<file path="config.mk">
export PLATFORM = sky130hd
export DESIGN_NAME = coef_bank_ctrl_flat
export DESIGN_NICKNAME = d
export VERILOG_FILES = /design/src/rtl/coef_bank_ctrl_if.sv /design/src/rtl/coef_bank_ctrl.sv /design/src/flat_wrapper.sv
export SDC_FILE = /design/constraint.sdc
export NUM_CORES = 2
export LEC_CHECK = 0
export CAP_MARGIN = 20
export CORE_MARGIN = 1.5
export CORE_UTILIZATION = 35
export CTS_BUF_LIST = sky130_fd_sc_hd__clkbuf_4 sky130_fd_sc_hd__clkbuf_8 sky130_fd_sc_hd__clkbuf_16
export DETAILED_ROUTE_END_ITERATION = 10
export SYNTH_ARGS = -nofsm -noshare
export SYNTH_HDL_FRONTEND = slang
export SYNTH_SLANG_ARGS = --single-unit
</file>
<file path="constraint.sdc">
create_clock -name clk -period 6.3 [get_ports clk]
set_input_delay 1.26 -clock clk [delete_from_list [all_inputs] [get_ports clk]]
set_output_delay 1.26 -clock clk [all_outputs]
set_load 0.05 [all_outputs]
</file>
<file path="src/rtl/coef_bank_ctrl_if.sv">
// Coefficient write port of the FIR coefficient bank controller:
// write strobe, entry index, complex value and the early-commit request.
interface coef_bank_ctrl_if #(
  parameter int CW = 27
);
  logic          PushCoef;
  logic [4:0]    CoefAddr;
  logic [CW-1:0] CoefI;
  logic [CW-1:0] CoefQ;
  logic          CoefCommit;

  modport master (output PushCoef, CoefAddr, CoefI, CoefQ, CoefCommit);
  modport slave  (input  PushCoef, CoefAddr, CoefI, CoefQ, CoefCommit);
endinterface

</file>
<file path="src/rtl/coef_bank_ctrl.sv">
// Double-buffered coefficient bank: writes land in a shadow bank, and the whole
// bank is copied to the active bank only at an idle computation boundary.
module coef_bank_ctrl #(
  parameter int NCOEF = 15,
  parameter int CW    = 27,
  parameter int VW    = 8
) (
  input  logic                  clk,
  input  logic                  Reset,
  coef_bank_ctrl_if.slave       wr,
  input  logic                  mult_idle,
  input  logic                  calc_start,
  output logic [NCOEF*2*CW-1:0] coef_active,
  output logic                  hold_start,
  output logic                  coef_pending,
  output logic                  coef_swap,
  output logic [VW-1:0]         coef_version,
  output logic                  coef_addr_err
);
  localparam int         EW      = 2 * CW;
  localparam logic [4:0] NCOEF_A = 5'(NCOEF);

  typedef enum logic [1:0] {
    IDLE  = 2'd0,
    LOAD  = 2'd1,
    READY = 2'd2
  } state_t;

  state_t               state_r;
  state_t               state_nxt_s;
  logic [EW-1:0]        shadow_r [NCOEF];
  logic [NCOEF*EW-1:0]  active_r;
  logic [NCOEF-1:0]     wr_mask_r;
  logic [NCOEF-1:0]     mask_set_s;
  logic [NCOEF-1:0]     mask_nxt_s;
  logic [VW-1:0]        version_r;
  logic                 swap_r;
  logic                 addr_err_r;
  logic                 hold_r;
  logic                 pending_r;
  logic                 addr_ok_s;
  logic                 wr_ok_s;
  logic                 swap_go_s;

  // Write decode, swap qualification and next mask/state selection.
  always_comb begin
    addr_ok_s   = (wr.CoefAddr < NCOEF_A);
    wr_ok_s     = wr.PushCoef & addr_ok_s;
    swap_go_s   = (state_r == READY) & mult_idle & ~calc_start;
    mask_set_s  = '0;
    for (int k = 0; k < NCOEF; k++) begin
      mask_set_s[k] = wr_ok_s & (wr.CoefAddr == 5'(k));
    end
    // A write on the swap edge belongs to the next bank, so it starts a fresh mask.
    if (swap_go_s) begin
      mask_nxt_s = mask_set_s;
    end else begin
      mask_nxt_s = wr_mask_r | mask_set_s;
    end
    state_nxt_s = state_r;
    case (state_r)
      IDLE: begin
        if (wr_ok_s) begin
          state_nxt_s = (&mask_nxt_s) ? READY : LOAD;
        end else begin
          state_nxt_s = IDLE;
        end
      end
      LOAD: begin
        if ((&mask_nxt_s) || wr.CoefCommit) begin
          state_nxt_s = READY;
        end else begin
          state_nxt_s = LOAD;
        end
      end
      READY: begin
        if (swap_go_s) begin
          state_nxt_s = wr_ok_s ? LOAD : IDLE;
        end else begin
          state_nxt_s = READY;
        end
      end
      default: state_nxt_s = IDLE;
    endcase
  end

  // Bank storage, control state and registered status outputs.
  always_ff @(posedge clk) begin
    if (Reset) begin
      for (int k = 0; k < NCOEF; k++) begin
        shadow_r[k] <= '0;
      end
      active_r   <= '0;
      wr_mask_r  <= '0;
      state_r    <= IDLE;
      version_r  <= '0;
      swap_r     <= 1'b0;
      addr_err_r <= 1'b0;
      hold_r     <= 1'b0;
      pending_r  <= 1'b0;
    end else begin
      // The copy reads the pre-edge shadow, so a same-edge write is not included.
      if (swap_go_s) begin
        for (int k = 0; k < NCOEF; k++) begin
          active_r[k*EW +: EW] <= shadow_r[k];
        end
        version_r <= version_r + VW'(1);
      end
      for (int k = 0; k < NCOEF; k++) begin
        if (mask_set_s[k]) begin
          shadow_r[k] <= {wr.CoefI, wr.CoefQ};
        end
      end
      wr_mask_r  <= mask_nxt_s;
      state_r    <= state_nxt_s;
      swap_r     <= swap_go_s;
      addr_err_r <= wr.PushCoef & ~addr_ok_s;
      hold_r     <= (state_nxt_s == READY);
      pending_r  <= (state_nxt_s != IDLE);
    end
  end

  assign coef_active   = active_r;
  assign hold_start    = hold_r;
  assign coef_pending  = pending_r;
  assign coef_swap     = swap_r;
  assign coef_version  = version_r;
  assign coef_addr_err = addr_err_r;

endmodule

</file>
<file path="src/flat_wrapper.sv">
// flat-port wrapper written by rule: the top's interface ports become plain ports
module coef_bank_ctrl_flat 
#(
  parameter int NCOEF = 15,
  parameter int CW    = 27,
  parameter int VW    = 8
)
  (clk, Reset, mult_idle, calc_start, coef_active, hold_start, coef_pending, coef_swap, coef_version, coef_addr_err, wr_PushCoef, wr_CoefAddr, wr_CoefI, wr_CoefQ, wr_CoefCommit);
  coef_bank_ctrl_if #(.CW(CW)) wr_i ();
  input  logic clk;
  input  logic Reset;
  input  logic mult_idle;
  input  logic calc_start;
  output logic [NCOEF*2*CW-1:0] coef_active;
  output logic hold_start;
  output logic coef_pending;
  output logic coef_swap;
  output logic [VW-1:0] coef_version;
  output logic coef_addr_err;
  input wire logic [$bits(wr_i.PushCoef)-1:0] wr_PushCoef;
  input wire logic [$bits(wr_i.CoefAddr)-1:0] wr_CoefAddr;
  input wire logic [$bits(wr_i.CoefI)-1:0] wr_CoefI;
  input wire logic [$bits(wr_i.CoefQ)-1:0] wr_CoefQ;
  input wire logic [$bits(wr_i.CoefCommit)-1:0] wr_CoefCommit;
  assign wr_i.PushCoef = wr_PushCoef;
  assign wr_i.CoefAddr = wr_CoefAddr;
  assign wr_i.CoefI = wr_CoefI;
  assign wr_i.CoefQ = wr_CoefQ;
  assign wr_i.CoefCommit = wr_CoefCommit;
  coef_bank_ctrl #(.NCOEF(NCOEF), .CW(CW), .VW(VW)) u_core (.clk(clk), .Reset(Reset), .wr(wr_i), .mult_idle(mult_idle), .calc_start(calc_start), .coef_active(coef_active), .hold_start(hold_start), .coef_pending(coef_pending), .coef_swap(coef_swap), .coef_version(coef_version), .coef_addr_err(coef_addr_err));
endmodule
</file>
### After elaboration in Yosys (flattened, before gate mapping)

Memories as Yosys holds them, arrays and structs flattened. A register that Yosys moved wholly into a read port is not among the register bits.
Index checks and enable logic that the tools add are counted.

| word-level totals | value |
|---|---|
| input bits | 65 |
| memories kept | 1 |
| register bits | 29 |
| memory bits (writable) | 810 |
| output and inout bits | 822 |

| cells by class | value |
|---|---|
| add/sub/neg operators | 1 |
| order comparisons | 1 |
| mux-type cells | 69 |
| bitwise gates (word level) | 37 |
| reduce and logical (&&, ||, !) cells | 5 |
| equality and inequality tests | 17 |

Memory list:

| memory | depth | width | read ports | clocked after memory_dff | write ports | RTL line | text |
|---|---|---|---|---|---|---|---|
| u_core.shadow_r | 15 | 54 | 15 | 15 | 15 | coef_bank_ctrl.sv:31 | `logic [EW-1:0] shadow_r [NCOEF];` |

Operators with widths:

| cell | number |
|---|---|
| 54-bit 2-to-1 mux | 15 |
| 1-bit 2-to-1 mux | 48 |
| 5-bit by 4-bit == test with 1-bit output (second input constant) | 7 |
| 5-bit by 3-bit == test with 1-bit output (second input constant) | 4 |
| 1-bit bitwise AND | 19 |
| 15-bit 2-to-1 mux | 1 |
| 1-bit OR | 15 |
| 15-bit OR | 1 |
| 15-bit AND reduction | 1 |
| 5-bit by 2-bit == test with 1-bit output (second input constant) | 2 |
| 8-bit by 1-bit adder with 8-bit output (second input constant) | 1 |
| 2-bit 2-to-1 mux | 4 |
| 2-bit one-hot mux with 3 select lines | 1 |
| 5-bit by 1-bit == test with 1-bit output (second input constant) | 1 |
| 5-bit logical NOT | 1 |
| 5-bit by 4-bit < comparator with 1-bit output (second input constant) | 1 |
| 2-bit == test (second input constant) | 2 |
| 2-bit by 1-bit == test with 1-bit output (second input constant) | 1 |
| 2-bit logical NOT | 1 |
| 1-bit NOT | 2 |
| 2-bit nonzero test | 1 |
| 1-bit logical OR | 1 |

### Depth between registers and ports, before layout

| depth | value |
|---|---|
| depth in word-level cells | 10 |
| gate-level depth with buffers | 7 |
| depth with buffers taken out | 6 |

### Worst setup path after synthesis

No wires, ideal clock.

| timing path | value |
|---|---|
| kind | input -> register |
| from | in Reset |
| to | mem u_core.shadow_r[0][0] (netlist bit) (enable) |
| setup slack | 2.324 ns |
| cell stages on the path | 5 |
| arrival time | 3.556 ns |
| path buffers | 4 |
| required time | 5.880 ns |
| cells stage by stage | clkbuf_1 -> clkbuf_1 -> clkbuf_1 -> clkbuf_1 -> nand2b_1 |

RTL lines:

| what | RTL line | text |
|---|---|---|
| start: declaration | flat_wrapper.sv:11 | `input logic Reset;` |
| end: declaration | coef_bank_ctrl.sv:31 |  |

==> impl_metrics.toml <==
[outcome]
outcome = "complete, no violations"

[hold_path]
hold_class = "reg -> reg"
hold_depth = 2

[detailed_routing]
wl_per_cell_um = 22.9
drc = 0
vias = 41400
routed_via_density = 5.03
drt-total-wl_mm = 189
drt_first_iter_violations = 4088
first_pass_iters = 6
ant_nets = 0

[yosys]
yosysWarnings = 0
syn_avg_cell_area_um2 = 10.7
async_flop_share_pct = 0
yosys-top-cells-area = "edfxtp_1, dfxtp_1, nand2_1, a21oi_1, nor2_1"
yosysTopAreaCellShare_pct = 43.3
ys_seq_area_share_pct = 73.2
ys_types = 37
postSynthNetCount = 5329
netlist_top_cells_count = "nand2_1, dfxtp_1, a21oi_1, edfxtp_1, nor2_1"
synth_ff_type = "dfxtp_1"
synth_area_mm2 = 0.0562
netlist_instances = 5263
synth.most_common_cell = "nand2_1"
yosys.area.top_type = "edfxtp_1"
synth_edf_count = 810
yosys_register_bits = 1649

[setup_path]
worst_setup_path_end_kind = "flip-flop"
crit_end = "u_core.shadow_r[0][344]"
startpoint = "wr_CoefAddr[2]"
path_class = "in -> reg"
startpoint_type = "primary input"
path_max_fanout = 55
cp.required_ns = 6.78
r2r-end = "coef_active[516]"
r2r_setup_slack_ns = 3.70
rr_startpoint = "u_core.state_r[1]"
r2r_cells = 5
crit_arrival_ns = 4.25

[final_layout]
final_core_util_pct = 45.9
drive_above_1_share_pct = 6.91
syn2layout_area_growth_pct = 30.0
finish.net_count = 6086

[clocking]
clock_latency_ns = 0.80
postCtsHoldBufs = 0
cts_tree = "built"
clkSinkCount = 1649
cts_resized = 0
cts_max_level = 4
numCtsBuffers = 167
clockBufferDepth = 3
cts_setup_buffers = 0
cts_root_buffer = "clkbuf_16"
clk_pin_slew_worst_paths_ns = 0.06

[timing]
tightest_slew_ns = 1.32
rsz0062_at_grt = "false"
clock_skew_ns = 0.0341
hold_viol = 0
finalCritPeriodShare_pct = 59.8
fin_crit_ns = 3.77
fin_setup_tns_ns = 0
slew_viol_final = 0
max_freq_mhz = 265
setup_viol = 0
max_slew_margin_pct = 11.8

[floorplan]
fp.dieW_um = 404
initial_utilization_pct = 35.3
rows = 146
die_area_mm2 = 0.163
die_height_um = 404
core_area_mm2 = 0.159
io_pins = 887

[place]
port-buffer-count = 886
dpl.hpwl_mm = 122
gp_congestion = 0.848

[grt]
antenna_found_initial = 13
first_global_vias = 38800
grt_max_degree = 201
grt_overflow = 0
grt_use_total_pct = 22.3
grt_pass1_wl_mm = 266

[power]
pwr_density_cell_mw_per_mm2 = 311
vdd_drop_max_mv = 0.254
power_leakage_nw = 24.2

[run]
cap_violations = 0
==> per-layer routing <==
metal  global-route usage, %  vias up  wire [µm]
met1                    31.9    20300      81900
met5                       0        -         19
met2                    33.8     1997      83600
met4                    6.75        2       5280
met3                    4.80      266      18100
li1                        -    18800          -
==> final cells by class <==
| cell class | instances | area (µm²) |
|---|---|---|
| Inverter | 58 | 218 |
| Clock inverter | 76 | 806 |
| Fill cell | 14600 | 85900 |
| Sequential cell | 1649 | 41100 |
| Tap cell | 2072 | 2590 |
| Antenna cell | 2 | 5.00 |
| Timing Repair Buffer | 987 | 9850 |
| Clock buffer | 239 | 4990 |
| Multi-Input combinational cell | 3157 | 13400 |
==> registers in the layout (all words and copies together) (netlist names) <==
signal,flops
coef_active,810
u_core.coef_addr_err,1
u_core.coef_pending,1
u_core.coef_swap,1
u_core.coef_version,8
u_core.hold_start,1
u_core.shadow_r,810
u_core.state_r,2
u_core.wr_mask_r,15
==> critical path, stage by stage <==
cell and delay, ns:
clkdlybuf4s50_1 0.61, nor2b_1 0.72, nand2_2 0.18, buf_4 0.34, nand2b_2 0.71, buf_4 0.37
==> worst min-delay path by stage <==
stage / from / slack, ns / to
detailed placement: coef_active[693] / 0.45 / coef_active[693]
CTS: coef_active[659] / 0.45 / coef_active[659]
finish: coef_active[315] / 0.45 / coef_active[315]
global placement: coef_active[411] / 0.44 / coef_active[411]
floorplan: u_core.wr_mask_r[9] / 0.44 / u_core.wr_mask_r[9]
global route: coef_active[469] / 0.47 / coef_active[469]
==> cells by family after synthesis <==
kind of cell | after synthesis | share of synthesized area [%]
and+or+nand+nor | 2303 | 15.9
DFF | 1649 | 73.2
AOI/OAI and AO/OA | 845 | 7.58
buffers and inverters | 457 | 3.17
xor gates and xnor gates | 7 | 0.109
muxes | 1 | 0.0200
adders and majority gates | 1 | 0.0223
==> placed cells by master, fill, tap and decap left out, drive strengths merged, types with 6 or more instances in the layout <==
master / instances
nand2: 1649
clkdlybuf4s50: 885
dfxtp: 839
a21oi: 829
edfxtp: 810
nor2: 557
clkbuf: 239
buf: 102
nand2b: 70
inv: 64
clkinv: 57
bufinv: 11
xor2: 6
==> metrics by stage <==
stage          setup WS [ns]  hold WS [ns]  cells  area (µm²)  total power, mW
6_report                2.53         0.452   8240       73000             22.7
5_1_grt                 2.42         0.469   8239       73000             23.3
4_1_cts                 2.59         0.454   8236       73000             22.8
3_5_place_dp            1.75         0.445   7921       67200             12.7
3_3_place_gp            1.76         0.442   7920       67200             12.6
2_1_floorplan           2.32         0.436   5263       56200             12.2
==> where the power goes <==
group / leakage [nW] / internal (mW) / switching, mW
logic: 6.75 / 0.134 / 0.562
clock network: 2.90 / 6.00 / 4.26
registers: 14.5 / 11.6 / 0.116
(Power assumes the default switching activity.)
